--- config.mk ---
export PLATFORM = sky130hd
export DESIGN_NAME = counter_scheduler_flat
export DESIGN_NICKNAME = d
export VERILOG_FILES = /design/src/rtl/counter_sched_pkg.sv /design/src/rtl/counter_scheduler_if.sv /design/src/rtl/rr_arbiter2.sv /design/src/rtl/counter_scheduler.sv /design/src/flat_wrapper.sv
export SDC_FILE = /design/constraint.sdc
export NUM_CORES = 1
export LEC_CHECK = 0
export ABC_AREA = 0
export ABC_CLOCK_PERIOD_IN_PS = 3290
export BUFFER_PORTS_ARGS = -buffer_cell sky130_fd_sc_hd__buf_4
export CAP_MARGIN = 10
export CORE_ASPECT_RATIO = 0.8
export CORE_UTILIZATION = 55
export DETAILED_ROUTE_END_ITERATION = 16
export PLACE_DENSITY_LB_ADDON = 0.1
export SETUP_SLACK_MARGIN = 0.4
export SYNTH_ARGS = -nofsm -noshare
export SYNTH_HDL_FRONTEND = slang
export SYNTH_SLANG_ARGS = --single-unit
--- constraint.sdc ---
create_clock -name clk -period 3.29 [get_ports clk]
set_input_delay 0.329 -clock clk [delete_from_list [all_inputs] [get_ports clk]]
set_output_delay 0.329 -clock clk [all_outputs]
set_load 0.02 [all_outputs]
--- src/rtl/counter_sched_pkg.sv ---
// Shared types and constants for the counter scheduler slice.
// Latency: n/a (declarations only).
// Backpressure: n/a.
package counter_sched_pkg;

   localparam int NREQ      = 2;
   localparam int CNT_W_DEF = 3;

   typedef enum logic [1:0] {
      IDLE  = 2'd0,
      GRANT = 2'd1,
      RUN   = 2'd2,
      CHECK = 2'd3
   } state_t;

endpackage

--- src/rtl/counter_scheduler_if.sv ---
// Requester-side bundle of the counter scheduler: requests, lengths, grant/done/status.
// Latency: n/a (wires only).
// Backpressure: none; req is a level, sampled by the scheduler only when idle.
// Ports: master = requester side (drives req/len0/len1/err_clr), slave = scheduler side.
interface counter_scheduler_if
   import counter_sched_pkg::*;
#(
   parameter int CNT_W = CNT_W_DEF
);
   logic [NREQ-1:0]  req;
   logic [CNT_W-1:0] len0;
   logic [CNT_W-1:0] len1;
   logic             err_clr;
   logic [NREQ-1:0]  gnt;
   logic [NREQ-1:0]  done;
   logic             busy;
   logic [CNT_W-1:0] start_val;
   logic             err;

   modport master (
      output req, len0, len1, err_clr,
      input  gnt, done, busy, start_val, err
   );

   modport slave (
      input  req, len0, len1, err_clr,
      output gnt, done, busy, start_val, err
   );
endinterface

--- src/rtl/rr_arbiter2.sv ---
// Two-way round-robin pick: single requester wins outright, on a tie the pointer holder wins.
// Latency: combinational; pointer update is applied by the caller's register.
// Backpressure: none. Ports: req, ptr, advance in; win (one-hot), ptr_nxt out.
module rr_arbiter2
   import counter_sched_pkg::*;
(
   input  logic [NREQ-1:0] req,
   input  logic            ptr,
   input  logic            advance,
   output logic [NREQ-1:0] win,
   output logic            ptr_nxt
);
   always_comb begin
      win     = 2'b00;
      ptr_nxt = ptr;
      case (req)
         2'b01:   win = 2'b01;
         2'b10:   win = 2'b10;
         2'b11:   win = ptr ? 2'b10 : 2'b01;
         default: win = 2'b00;
      endcase
      // Priority passes to whichever requester did not win this grant.
      if (advance && (req != 2'b00)) begin
         ptr_nxt = ~win[1];
      end
   end
endmodule

--- src/rtl/counter_scheduler.sv ---
// Shares one toggle counter between two requesters: RR grant, run len+1 ticks, verify end value.
// Latency: gnt one edge after req seen in IDLE; done pulses in the cycle after edge k+len+2.
// Backpressure: none; req is ignored while busy, a still-high req re-arbitrates after one idle cycle.
// Ports: clk, rst_n; bus (slave modport: req/len0/len1/err_clr in, gnt/done/busy/start_val/err out);
//        T out to the counter, A0..A2 in from the counter.
module counter_scheduler
   import counter_sched_pkg::*;
#(
   parameter int CNT_W   = CNT_W_DEF,
   parameter bit RR_INIT = 1'b0
) (
   input  logic               clk,
   input  logic               rst_n,
   counter_scheduler_if.slave bus,
   output logic               T,
   input  logic               A0,
   input  logic               A1,
   input  logic               A2
);
   state_t           state;
   state_t           state_nxt;
   logic             ptr;
   logic             ptr_nxt;
   logic [NREQ-1:0]  win;
   logic             start_run;
   logic [CNT_W-1:0] rem;
   logic [CNT_W-1:0] len_q;
   logic [CNT_W-1:0] cur_val;
   logic [CNT_W-1:0] exp_val;
   logic [NREQ-1:0]  gnt_q;
   logic [NREQ-1:0]  done_q;
   logic             busy_q;
   logic             err_q;
   logic [CNT_W-1:0] start_q;

   assign cur_val   = {A2, A1, A0};
   // Sum wraps at counter width, so a full 8-tick run expects the start value again.
   assign exp_val   = start_q + len_q + CNT_W'(1);
   assign start_run = (state == IDLE) && (bus.req != '0);

   rr_arbiter2 u_arb (
      .req     (bus.req),
      .ptr     (ptr),
      .advance (start_run),
      .win     (win),
      .ptr_nxt (ptr_nxt)
   );

   always_comb begin
      state_nxt = state;
      case (state)
         IDLE:    if (bus.req != '0) state_nxt = GRANT;
         GRANT:   state_nxt = RUN;
         RUN:     if (rem == '0) state_nxt = CHECK;
         CHECK:   state_nxt = IDLE;
         default: state_nxt = IDLE;
      endcase
   end

   always_ff @(posedge clk or negedge rst_n) begin
      if (!rst_n) begin
         state   <= IDLE;
         ptr     <= RR_INIT;
         T       <= 1'b0;
         gnt_q   <= '0;
         done_q  <= '0;
         busy_q  <= 1'b0;
         err_q   <= 1'b0;
         start_q <= '0;
         rem     <= '0;
         len_q   <= '0;
      end else begin
         state  <= state_nxt;
         ptr    <= ptr_nxt;
         // T follows the registered state so it is high for exactly the RUN cycles.
         T      <= (state_nxt == RUN);
         busy_q <= (state_nxt != IDLE);
         done_q <= ((state == RUN) && (rem == '0)) ? gnt_q : '0;

         // Capture at the grant edge: counter is still idle, so this is the true start value.
         if (start_run) begin
            gnt_q   <= win;
            start_q <= cur_val;
            rem     <= win[1] ? bus.len1 : bus.len0;
            len_q   <= win[1] ? bus.len1 : bus.len0;
         end else if ((state == RUN) && (rem != '0)) begin
            rem <= rem - CNT_W'(1);
         end

         if (state == CHECK) begin
            gnt_q <= '0;
         end

         // A mismatch outranks a simultaneous clear.
         if ((state == CHECK) && (cur_val != exp_val)) begin
            err_q <= 1'b1;
         end else if (bus.err_clr) begin
            err_q <= 1'b0;
         end
      end
   end

   assign bus.gnt       = gnt_q;
   assign bus.done      = done_q;
   assign bus.busy      = busy_q;
   assign bus.start_val = start_q;
   assign bus.err       = err_q;
endmodule

--- src/flat_wrapper.sv ---
// flat-port wrapper written by rule: the top's interface ports become plain ports
module counter_scheduler_flat import counter_sched_pkg::*;
#(
   parameter int CNT_W   = CNT_W_DEF,
   parameter bit RR_INIT = 1'b0
)
  (clk, rst_n, T, A0, A1, A2, bus_req, bus_len0, bus_len1, bus_err_clr, bus_gnt, bus_done, bus_busy, bus_start_val, bus_err);
  counter_scheduler_if #(.CNT_W(CNT_W)) bus_i ();
  input  logic clk;
  input  logic rst_n;
  output logic T;
  input  logic A0;
  input  logic A1;
  input  logic A2;
  input wire logic [$bits(bus_i.req)-1:0] bus_req;
  input wire logic [$bits(bus_i.len0)-1:0] bus_len0;
  input wire logic [$bits(bus_i.len1)-1:0] bus_len1;
  input wire logic [$bits(bus_i.err_clr)-1:0] bus_err_clr;
  output wire logic [$bits(bus_i.gnt)-1:0] bus_gnt;
  output wire logic [$bits(bus_i.done)-1:0] bus_done;
  output wire logic [$bits(bus_i.busy)-1:0] bus_busy;
  output wire logic [$bits(bus_i.start_val)-1:0] bus_start_val;
  output wire logic [$bits(bus_i.err)-1:0] bus_err;
  assign bus_i.req = bus_req;
  assign bus_i.len0 = bus_len0;
  assign bus_i.len1 = bus_len1;
  assign bus_i.err_clr = bus_err_clr;
  assign bus_gnt = bus_i.gnt;
  assign bus_done = bus_i.done;
  assign bus_busy = bus_i.busy;
  assign bus_start_val = bus_i.start_val;
  assign bus_err = bus_i.err;
  counter_scheduler #(.CNT_W(CNT_W), .RR_INIT(RR_INIT)) u_core (.clk(clk), .rst_n(rst_n), .bus(bus_i), .T(T), .A0(A0), .A1(A1), .A2(A2));
endmodule
==> results by group, run 1 <==
Clock tree
  – Postcts setup bufs: 0
  – Clock Path Buffers: 2
  – Cts bufs inserted: 3
  – CTS tree: yes
  – Htree depth: 1
  – Clock Pin Slew Worst Setup and Hold Paths: 0.11 ns
  – Clk sinks: 19
  – Worst-skew pair later-pin latency: 0.30 ns
  – Root Buffer: clkbuf_4

Floorplanning
  – Die Y: 39.80 um
  – IO Pins: 24
  – Die X: 49.25 um
  – Die area: 1960 um2
  – Core box area: 1643 um2
  – Initial Util: 0.5979
  – Site Rows: 13

Timing
  – Final worst slack: 1.564 ns
  – Total negative setup slack: 0 ns
  – Setup Skew: 0.006576 ns
  – Max Freq: 579.3 MHz
  – Endpoints failing setup: 0
  – Hold Vio Cnt, Final: 0
  – Worst Max-Slew Pin Slew: 0.3141 ns
  – Max Slew Vio Count: 0
  – WHS: 0.1844 ns
  – Slew HR: 0.7884
  – Final Cycle Share: 0.5246
  – RSZ-0062 raised after global routing: false
  – Minimum clock period: 1.726 ns

Cells and area
  – Area grow syn2layout: 23.06%
  – Layout cells sized above 1: 0.3089
  – # fillers: 127
  – Commonest cells after routing, fill and taps aside: buf_4 (23), dfrtp_1 (19), nand2_1 (13), inv_1 (10), ha_1 (7)
  – Nets: 146
  – Most common cell after layout, fill and taps aside: buf_4
  – Antenna fix cells: 0

Routing
  – Vias: 759
  – Residual DRC: 0
  – Wire per inst: 12.88 um
  – WL final: 1867 um
  – WL met1: 899 um
  – Drt pass-1 iters: 4
  – Metal3 WL: 89 um
  – Max layer used: met4
  – ANT nets after route: 0
  – Vias per std cell: 5.234
  – Met2 Wirelength: 858 um
  – 1st-iter DRT viols: 12

Worst setup path
  – Data arrival, critical path: 1.92 ns
  – Critical path launch point type: register
  – Crit-path cells: inv_1 -> ha_1 -> inv_1 -> fa_1 -> xor2_1 -> xnor2_1 -> o31ai_1 -> o21ai_1
  – Critical path's largest stage delay: 0.40 ns
  – Req. time, crit path: 3.48 ns
  – Critical Path Fanout Max: 2
  – Slowest cell on crit path: dfrtp_1
  – Crit path kind: register to register
  – Critical path's most frequent cell: inv_1
  – Worst setup EP type: register

Run
  – Max Cap Viol: 0

Global routing
  – Initial antenna violation count: 0
  – Largest net degree at the start of global routing: 20
  – Number of global-route vias before repair: 688
  – First-pass GRT wire length: 2980 um
  – GRT overflow: 0
  – Gr usage total: 0.2241

Placement
  – Post-DP HPWL: 1444 um
  – PortBufs: 23
  – Dpl ws: 1.571 ns
  – Routability congestion estimate: 0.7999

Logic synthesis
  – Yosys cell types: 30
  – Synth Cell Area: 982.2 um2
  – YS warnings: 0
  – Post-synthesis sequential area ratio: 0.4841
  – Yosys reg bits: 19
  – Synthesized area per cell: 10.23 um2
  – Mapped Nets: 118
  – Mapped Cells: 96

Power
  – Worst vdd ir: 593.0 uV
  – Final Power: 1163 uW
  – Leak: 0.0006114 uW
  – Power Density: 962.1 nW/um2

Hold path
  – Hold Path Class: input pin to register

Run status
  – Outcome: finished clean
## metal layers
metal  global-route usage  up-vias
met3              0.06977        4
met1               0.2760      353
met2               0.3699       25
li1                     -      377
met4              0.09559        0
met5                    0        -
## final timing paths
kind                                         start                 endpoint  slack (ns)  cells after the start
setup / recovery           u_core.bus.start_val[0]           u_core.bus.err        1.56                      8
hold / removal                         bus_err_clr           u_core.bus.err        0.18                      2
setup reg to reg           u_core.bus.start_val[0]           u_core.bus.err        1.56                      8
hold reg to reg                    u_core.len_q[2]          u_core.len_q[2]        0.52                      2
max in group asynchronous                    rst_n  u_core.bus.start_val[1]        2.66                      2
min in group asynchronous                    rst_n       u_core.bus.done[1]        0.42                      2
## final cells by class
class                      count  area, um2  area share
clock buffer                   3      22.52     0.01863
timing repair buffer          24      182.7      0.1511
multi-input combinational     66      457.9      0.3789
tap                           22      27.53     0.02277
inverter                      10      37.54     0.03106
sequential                    19      475.5      0.3934
clock inverter                 1      5.005    0.004141
## worst max-delay path, delay by kind of cell (launching register included)
family,cells,cell delay [ns]
xor+xnor,2,0.28
compound gates,2,0.31
fa+ha+maj,2,0.51
flops,1,0.40
buf+inv,2,0.12
## kinds of logic (layout without fill, tap and decap cells)
logic type / after synthesis / after routing / share of synthesized area
buf+inv: 11 / 38 / 0.04968
compound gates: 22 / 22 / 0.1605
xor+xnor: 5 / 5 / 0.04459
flops: 19 / 19 / 0.4841
simple gates: 31 / 31 / 0.1516
fa+ha+maj: 8 / 8 / 0.1096
## Yosys cell counts
master	number	area (um2)
a21o_2	1	8.760
a21oi_1	3	15.01
a21oi_2	1	8.760
a31o_1	1	8.760
and3_1	2	12.51
and3_2	2	15.01
buf_6	1	11.26
dfrtp_1	19	475.5
fa_1	1	20.02
ha_1	7	87.58
inv_1	10	37.54
nand2_1	13	48.80
nand2b_1	1	6.260
nand2b_2	1	8.760
nand3_1	2	10.01
nand4_1	1	6.260
nor2_1	6	22.52
nor2b_2	1	8.760
nor3_1	2	10.01
o211ai_1	1	7.510
o21a_2	1	8.760
o21ai_0	4	20.02
o21ai_1	3	15.01
o21ai_2	2	17.52
o21ai_4	1	16.27
o22a_2	1	10.01
o22ai_1	1	6.260
o31ai_1	2	15.01
xnor2_1	3	26.28
xor2_1	2	17.52
## sequential cells by signal, summed over array words and instances, names as in the netlist
| name | flops |
|---|---|
| u_core.state | 2 |
| u_core.bus.start_val | 3 |
| u_core.bus.done | 2 |
| u_core.bus.err | 1 |
| u_core.len_q | 3 |
| u_core.bus.gnt | 2 |
| u_core.ptr | 1 |
| u_core.bus.busy | 1 |
| u_core.T | 1 |
| u_core.rem | 3 |
## where the power goes
group,switching (uW),internal [uW],leakage (uW)
Combinational,356,286,0.000361
Sequential,64.0,339,0.000233
Clock,73.5,45.4,0.0000177
## per-stage QoR
| step | cell area, um2 | cells | utilization |
|---|---|---|---|
| after CTS | 1209 | 145 | 0.7357 |
| after detailed placement | 1171 | 140 | 0.7129 |
| after global routing | 1209 | 145 | 0.7357 |
| after floorplan | 982.2 | 96 | - |
| final | 1209 | 145 | 0.7357 |
| after global placement | 1171 | 140 | 0.7129 |
## repair_timing
action,4_1_cts,5_1_grt
gates resized for setup,0,0
hold endpoints to repair,19,0
hold buffers,1,0
Power figures use the tool's default switching activity.
==> run 2, diff against run 1 <==
--- a/config.mk
+++ b/config.mk
@@ -6,11 +6,11 @@
 export NUM_CORES = 1
 export LEC_CHECK = 0
 export ABC_AREA = 0
-export ABC_CLOCK_PERIOD_IN_PS = 3290
+export ABC_CLOCK_PERIOD_IN_PS = 1500
 export BUFFER_PORTS_ARGS = -buffer_cell sky130_fd_sc_hd__buf_4
 export CAP_MARGIN = 10
 export CORE_ASPECT_RATIO = 0.8
-export CORE_UTILIZATION = 55
+export CORE_UTILIZATION = 46
 export DETAILED_ROUTE_END_ITERATION = 16
 export PLACE_DENSITY_LB_ADDON = 0.1
 export SETUP_SLACK_MARGIN = 0.4
==> constraint.sdc (replaced) <==
create_clock -name clk -period 1.5 [get_ports clk]
set_input_delay 0.15 -clock clk [delete_from_list [all_inputs] [get_ports clk]]
set_output_delay 0.15 -clock clk [all_outputs]
set_load 0.02 [all_outputs]
==> results by group, run 2 (same netlist as run 1, synthesis figures left out) <==
Floorplanning
  – Die Y: 43.33 um (was 39.80 um)
  – IO Pins: 24 (unchanged)
  – Die X: 53.66 um (was 49.25 um)
  – Die area: 2325 um2 (was 1960 um2)
  – Core box area: 1944 um2 (was 1643 um2)
  – Site Rows: 14 (was 13)
  – Initial Util: 0.5051 (was 0.5979)

Placement
  – Inst Count DP: 145 (was 140)
  – Dpl cell area: 1254 um2 (was 1171 um2)
  – Post-DP HPWL: 1633 um (was 1444 um)
  – PortBufs: 23 (unchanged)
  – Dpl ws: -0.1804 ns (was 1.571 ns)
  – Routability congestion estimate: 0.7567 (was 0.7999)

Hold path
  – Hold Path Class: input pin to register (unchanged)
  – Hold Crit Depth: 3 (was 2)
  – Hold endpoint: u_core.bus.start_val[1] (was u_core.bus.err)
  – Hold Path Origin: A1 (was bus_err_clr)

Routing
  – Drt pass-1 iters: 4 (unchanged)
  – WL final: 2685 um (was 1867 um)
  – Residual DRC: 0 (unchanged)
  – ANT nets after route: 0 (unchanged)
  – 1st-iter DRT viols: 21 (was 12)
  – Vias per std cell: 5.251 (was 5.234)
  – Wire per inst: 15.70 um (was 12.88 um)
  – Vias: 898 (was 759)

Cells and area
  – Commonest cells after routing, fill and taps aside: buf_4 (35), dfrtp_1 (18), buf_6 (11), inv_2 (7), nand2_1 (7) (was buf_4 (23), dfrtp_1 (19), nand2_1 (13), inv_1 (10), ha_1 (7))
  – Layout cells sized above 1: 0.6531 (was 0.3089)
  – Area grow syn2layout: 65.61% (was 23.06%)
  – Final cell count without fillers: 171 (was 145)
  – Nets: 170 (was 146)
  – Most common cell after layout, fill and taps aside: buf_4 (unchanged)
  – Antenna fix cells: 0 (unchanged)
  – Design Area, Final: 1627 um2 (was 1209 um2)

Global routing
  – Gr usage total: 0.2335 (was 0.2241)
  – Number of global-route vias before repair: 761 (was 688)
  – Met3 Use GR: 0.06316 (was 0.06977)
  – GRT overflow: 0 (unchanged)
  – Met2 Usage GRT: 0.3407 (was 0.3699)
  – First-pass GRT wire length: 3760 um (was 2980 um)
  – Initial antenna violation count: 0 (unchanged)
  – Grt peak-use layer: met1 (was met2)
  – Largest net degree at the start of global routing: 20 (unchanged)
  – Met1 usage: 0.3545 (was 0.2760)

Worst setup path
  – Critical path's largest stage delay: 0.53 ns (was 0.40 ns)
  – Critical Path Fanout Max: 2 (unchanged)
  – Crit-path cells: inv_2 -> ha_4 -> inv_2 -> fa_2 -> xor2_1 -> o31ai_1 -> o21ai_1 (was inv_1 -> ha_1 -> inv_1 -> fa_1 -> xor2_1 -> xnor2_1 -> o31ai_1 -> o21ai_1)
  – Worst setup EP type: register (unchanged)
  – Critical path's most frequent cell: inv_2 (was inv_1)
  – Buf/Inv on CP: 2 (unchanged)
  – R2r worst-path depth: 7 (was 8)
  – Crit path kind: register to register (unchanged)
  – Top delay family on crit path: adder cells (unchanged)
  – Flop-to-flop setup slack: -0.25 ns (was 1.56 ns)
  – Critical path launch point type: register (unchanged)
  – Data arrival, critical path: 1.93 ns (was 1.92 ns)
  – Reg-to-reg endpoint: u_core.bus.err (unchanged)
  – Slowest cell on crit path: fa_2 (was dfrtp_1)
  – Req. time, crit path: 1.69 ns (was 3.48 ns)
  – Crit Reg-Reg Startpoint: u_core.bus.start_val[0] (unchanged)

Timing
  – Max Slew Vio Count: 0 (unchanged)
  – Worst Max-Slew Pin Slew: 0.2858 ns (was 0.3141 ns)
  – Minimum clock period: 1.749 ns (was 1.726 ns)
  – Slew HR: 0.8087 (was 0.7884)
  – Hold Vio Cnt, Final: 0 (unchanged)
  – Setup Skew: 0.006880 ns (was 0.006576 ns)
  – Final Cycle Share: 1.166 (was 0.5246)
  – RSZ-0062 raised after global routing: true (was false)
  – Max Freq: 571.7 MHz (was 579.3 MHz)
  – Final worst slack: -0.2491 ns (was 1.564 ns)
  – Endpoints failing setup: 1 (was 0)
  – WHS: 0.06412 ns (was 0.1844 ns)

Clock tree
  – Worst-skew pair later-pin latency: 0.30 ns (about the same)
  – Clk sinks: 19 (unchanged)
  – Clock Path Buffers: 2 (unchanged)
  – Root Buffer: clkbuf_4 (unchanged)
  – Cts bufs inserted: 3 (unchanged)
  – Htree depth: 1 (unchanged)
  – CTS tree: yes (unchanged)
  – Clock Pin Slew Worst Setup and Hold Paths: 0.12 ns (was 0.11 ns)

Run status
  – Outcome: complete, but fails checks (was finished clean)
  – Failing checks: negative setup slack

Power
  – Power Density: 2298 nW/um2 (was 962.1 nW/um2)
  – Final Power: 3738 uW (was 1163 uW)
  – Worst vdd ir: 1713 uV (was 593.0 uV)
  – Leak: 0.0007570 uW (was 0.0006114 uW)

Run
  – Max Cap Viol: 0 (unchanged)
run 2: cell types whose count changed in the layout (fill, tap and decap cells not counted), sizes merged:
cell and change:
buf +23, dlygate4sd3 +1
run 2: routing by layer:
metal | part of all wire | vias to the layer above
met2 | 0.49 | 25
li1 | - | 422
met3 | 0.042 | 2
met1 | 0.46 | 449
met4 | 0.0048 | 0
met5 | 0 | -
run 2: report_power, final:
| group | internal [uW] | switching (uW) |
|---|---|---|
| sequential | 746 | 174 |
| combinational | 1340 | 1210 |
| clock | 99.4 | 167 |
| total | 2190 | 1550 |
run 2: layout make-up:
class	instances	area, um2
multi-input combinational	66	645.6
sequential	19	476.7
tap	24	30.03
clock inverter	1	5.005
fill	108	317.8
clock buffer	3	22.52
inverter	10	40.04
timing repair buffer	48	406.6
run 2: tightest hold or removal path, stage by stage:
cell and delay, ns:
buf_4 0.10, nand2_2 0.04, nand2_1 0.04
run 2: worst max-delay path by stage:
stage	from	end	slack (ns)	depth (start not counted)
floorplan	u_core.bus.start_val[0]	u_core.bus.err	-0.15	7
global placement	u_core.len_q[0]	u_core.bus.err	-0.13	8
detailed placement	u_core.len_q[0]	u_core.bus.err	-0.18	8
CTS	u_core.bus.start_val[0]	u_core.bus.err	-0.19	8
global route	u_core.bus.start_val[0]	u_core.bus.err	-0.32	8
finish	u_core.bus.start_val[0]	u_core.bus.err	-0.25	7
run 2: per-stage QoR:
step                      setup TNS (ns)  utilization
after floorplan                  -0.1480            -
after detailed placement         -0.1804       0.6448
final                            -0.2491       0.8366
after CTS                        -0.1873       0.7690
after global placement           -0.1273       0.6448
after global routing             -0.3182       0.8366
run 2: timing repair:
item                                    4_1_cts  5_1_grt
endpoints found under the setup margin       16       19
hold endpoints to repair                     19        1
hold buffers                                  1        1
buffers inserted                             13        7
pin swaps                                    17       12
resized for setup                            29       15
==> run 3, diff against run 2 <==
--- a/config.mk
+++ b/config.mk
@@ -10,10 +10,12 @@
 export BUFFER_PORTS_ARGS = -buffer_cell sky130_fd_sc_hd__buf_4
 export CAP_MARGIN = 10
 export CORE_ASPECT_RATIO = 0.8
+export CORE_MARGIN = 8
 export CORE_UTILIZATION = 46
 export DETAILED_ROUTE_END_ITERATION = 16
 export PLACE_DENSITY_LB_ADDON = 0.1
 export SETUP_SLACK_MARGIN = 0.4
 export SYNTH_ARGS = -nofsm -noshare
 export SYNTH_HDL_FRONTEND = slang
+export SYNTH_HIERARCHICAL = 1
 export SYNTH_SLANG_ARGS = --single-unit
==> results by group, run 3 <==
Logic synthesis
  – Primary FF master, synth: dfrtp_1 (unchanged)
  – Synth top area cells: dfrtp_1 (49%), ha_1 (9.0%), nand2_1 (4.6%) (was dfrtp_1 (48%), ha_1 (8.9%), nand2_1 (5.0%))
  – Yosys reg bits: 19 (unchanged)
  – Yosys cell types: 31 (was 30)
  – Synth top area share: 0.4866 (was 0.4841)
  – Cell with the most instances after synthesis: dfrtp_1 (unchanged)
  – YS warnings: 6 (was 0)
  – Mapped Cells: 96 (unchanged)
  – Post-synthesis sequential area ratio: 0.4866 (was 0.4841)
  – Synthesized area per cell: 10.18 um2 (was 10.23 um2)
  – Area leader, netlist: dfrtp_1 (unchanged)
  – Post-synth EDFFs: 0 (unchanged)
  – Synth Cell Area: 977.2 um2 (was 982.2 um2)
  – Mapped Nets: 118 (unchanged)
  – Async S/R FF share, synth: 1.000 (unchanged)
  – Post-synth top cells: dfrtp_1 (19), nand2_1 (12), inv_1 (11) (was dfrtp_1 (19), nand2_1 (13), inv_1 (10))

Clock tree
  – Htree depth: 1 (unchanged)
  – Root Buffer: clkbuf_4 (unchanged)
  – CTS tree: yes (unchanged)
  – Clock Path Buffers: 2 (unchanged)
  – Worst-skew pair later-pin latency: 0.31 ns (was 0.30 ns)
  – Cts bufs inserted: 3 (unchanged)
  – Clock Pin Slew Worst Setup and Hold Paths: 0.12 ns (about the same)
  – Clk sinks: 19 (unchanged)

Power
  – Worst vdd ir: 1512 uV (was 1713 uV)
  – Final Power: 3683 uW (was 3738 uW)
  – Power Density: 2240 nW/um2 (was 2298 nW/um2)
  – Leak: 0.0007373 uW (was 0.0007570 uW)

Placement
  – Dpl cell area: 1311 um2 (was 1254 um2)
  – Dpl ws: -0.1191 ns (was -0.1804 ns)
  – Routability congestion estimate: 0.7199 (was 0.7567)
  – PortBufs: 23 (unchanged)
  – Post-DP HPWL: 1702 um (was 1633 um)

Cells and area
  – Area grow syn2layout: 68.25% (was 65.61%)
  – Layout cells sized above 1: 0.6364 (was 0.6531)
  – Most common cell after layout, fill and taps aside: buf_4 (unchanged)
  – Antenna fix cells: 0 (unchanged)
  – Layout Utilization: 0.7892 (was 0.8366)
  – Design Area, Final: 1644 um2 (was 1627 um2)
  – Commonest cells after routing, fill and taps aside: buf_4 (28), dfrtp_1 (18), buf_6 (15), inv_2 (10), nand2_2 (7) (was buf_4 (35), dfrtp_1 (18), buf_6 (11), inv_2 (7), nand2_1 (7))
  – Nets: 166 (was 170)

Timing
  – Minimum clock period: 1.608 ns (was 1.749 ns)
  – Endpoints failing setup: 1 (unchanged)
  – Final worst slack: -0.1076 ns (was -0.2491 ns)
  – Max Freq: 622.0 MHz (was 571.7 MHz)
  – Hold Vio Cnt, Final: 0 (unchanged)
  – Max Slew Vio Count: 0 (unchanged)
  – Setup Skew: 0.01793 ns (was 0.006880 ns)
  – Final Cycle Share: 1.072 (was 1.166)
  – Worst Max-Slew Pin Slew: 0.2763 ns (was 0.2858 ns)
  – Slew HR: 0.8154 (was 0.8087)
  – RSZ-0062 raised after global routing: true (unchanged)

Floorplanning
  – Initial Util: 0.4691 (was 0.5051)
  – Site Rows: 15 (was 14)
  – Die area: 3864 um2 (was 2325 um2)
  – Die X: 67.53 um (was 53.66 um)
  – Die Y: 57.23 um (was 43.33 um)
  – Core box area: 2083 um2 (was 1944 um2)
  – IO Pins: 24 (unchanged)

Hold path
  – Hold Path Class: input pin to register (unchanged)
  – Hold Path Origin: A2 (was A1)

Routing
  – Residual DRC: 0 (unchanged)
  – WL final: 2938 um (was 2685 um)
  – Wire per inst: 17.49 um (was 15.70 um)
  – 1st-iter DRT viols: 35 (was 21)
  – Drt pass-1 iters: 4 (unchanged)
  – Vias: 903 (was 898)
  – Vias per std cell: 5.375 (was 5.251)
  – ANT nets after route: 0 (unchanged)

Worst setup path
  – Critical Path Fanout Max: 2 (unchanged)
  – Crit. Startpoint: u_core/bus.start_val[0] (was u_core.bus.start_val[0])
  – Critical path launch point type: register (unchanged)
  – Worst setup EP type: register (unchanged)
  – Req. time, crit path: 1.69 ns (about the same)
  – Crit Reg-Reg Startpoint: u_core/bus.start_val[0] (was u_core.bus.start_val[0])
  – Data arrival, critical path: 1.80 ns (was 1.93 ns)
  – Crit path kind: register to register (unchanged)

Global routing
  – Initial antenna violation count: 0 (unchanged)
  – GRT overflow: 0 (unchanged)
  – Gr usage total: 0.1466 (was 0.2335)
  – Number of global-route vias before repair: 867 (was 761)
  – First-pass GRT wire length: 4291 um (was 3760 um)
  – Largest net degree at the start of global routing: 20 (unchanged)

Run status
  – Outcome: complete, but fails checks (unchanged)
  – Failing checks: negative setup slack (unchanged)

Run
  – Max Cap Viol: 0 (unchanged)
-- run 3: final timing paths --
check | end | slack (ns) | depth (start not counted)
min reg2reg | u_core/bus.start_val[2] | 0.54 | 2
max in group asynchronous | u_core/ptr | 1.04 | 2
max | u_core/bus.err | -0.11 | 7
min in group asynchronous | u_core/rem[1] | 0.23 | 2
max reg2reg | u_core/bus.err | -0.11 | 7
min | u_core/bus.start_val[2] | 0.06 | 3
-- run 3: what timing repair did --
| action | in CTS | in global routing |
|---|---|---|
| resized for setup | 31 | 19 |
| hold buffers | 1 | 0 |
| pin swaps | 7 | 13 |
| cloned | 1 | 0 |
| buffers inserted | 9 | 5 |
| endpoints found under the hold margin | 19 | 0 |
| setup endpoints to repair | 18 | 19 |
-- run 3: area by class of cell --
type | instances | area [um2]
Multi-Input combinational cell | 63 | 660.6
Inverter | 12 | 45.04
Clock buffer | 4 | 26.28
Tap cell | 25 | 31.28
Fill cell | 127 | 439.2
Timing Repair Buffer | 45 | 404.1
Sequential cell | 19 | 476.7
-- run 3: kinds of logic (layout without fill, tap and decap cells) --
family,after synthesis,count (layout),share of synthesized area
and+or+nand+nor,29,29,0.1562
adders and majority gates,8,8,0.1101
DFF,19,19,0.4866
AOI/OAI and AO/OA,20,20,0.1357
buffers and inverters,14,61,0.05634
xor gates and xnor gates,5,5,0.04481
muxes,1,1,0.01024
-- run 3: report_power, final --
part	leakage, uW	internal [uW]	switching (uW)
clock network	0.0000150	104	163
registers	0.000229	744	179
logic	0.000493	1290	1200
total	0.000737	2140	1540
-- run 3: metal layers --
layer	part of all wire	wire (um)	track usage	vias to the layer above
met2	0.47	1373	0.2308	35
met4	0.020	59	0.05060	0
li1	-	-	-	416
met1	0.42	1236	0.1762	443
met5	0	0	0	-
met3	0.091	268	0.05664	9
-- run 3: through the flow --
| step | std cells | TNS [ns] | hold WS, ns |
|---|---|---|---|
| finish | 168 | -0.1076 | 0.05842 |
| global route | 168 | -0.1717 | 0.07375 |
| CTS | 163 | -0.1208 | 0.04417 |
| detailed placement | 148 | -0.1191 | 0.04197 |
| global placement | 148 | -0.05269 | 0.03803 |
| floorplan | 96 | -0.08121 | -0.1456 |
-- run 3: worst max-delay path: stages, from the launching register on --
cell and delay, ns:
dfrtp_2 0.43, inv_2 0.07, ha_4 0.12, inv_2 0.03
fa_2 0.52, xor2_1 0.07, o21ai_1 0.13, o221ai_1 0.12
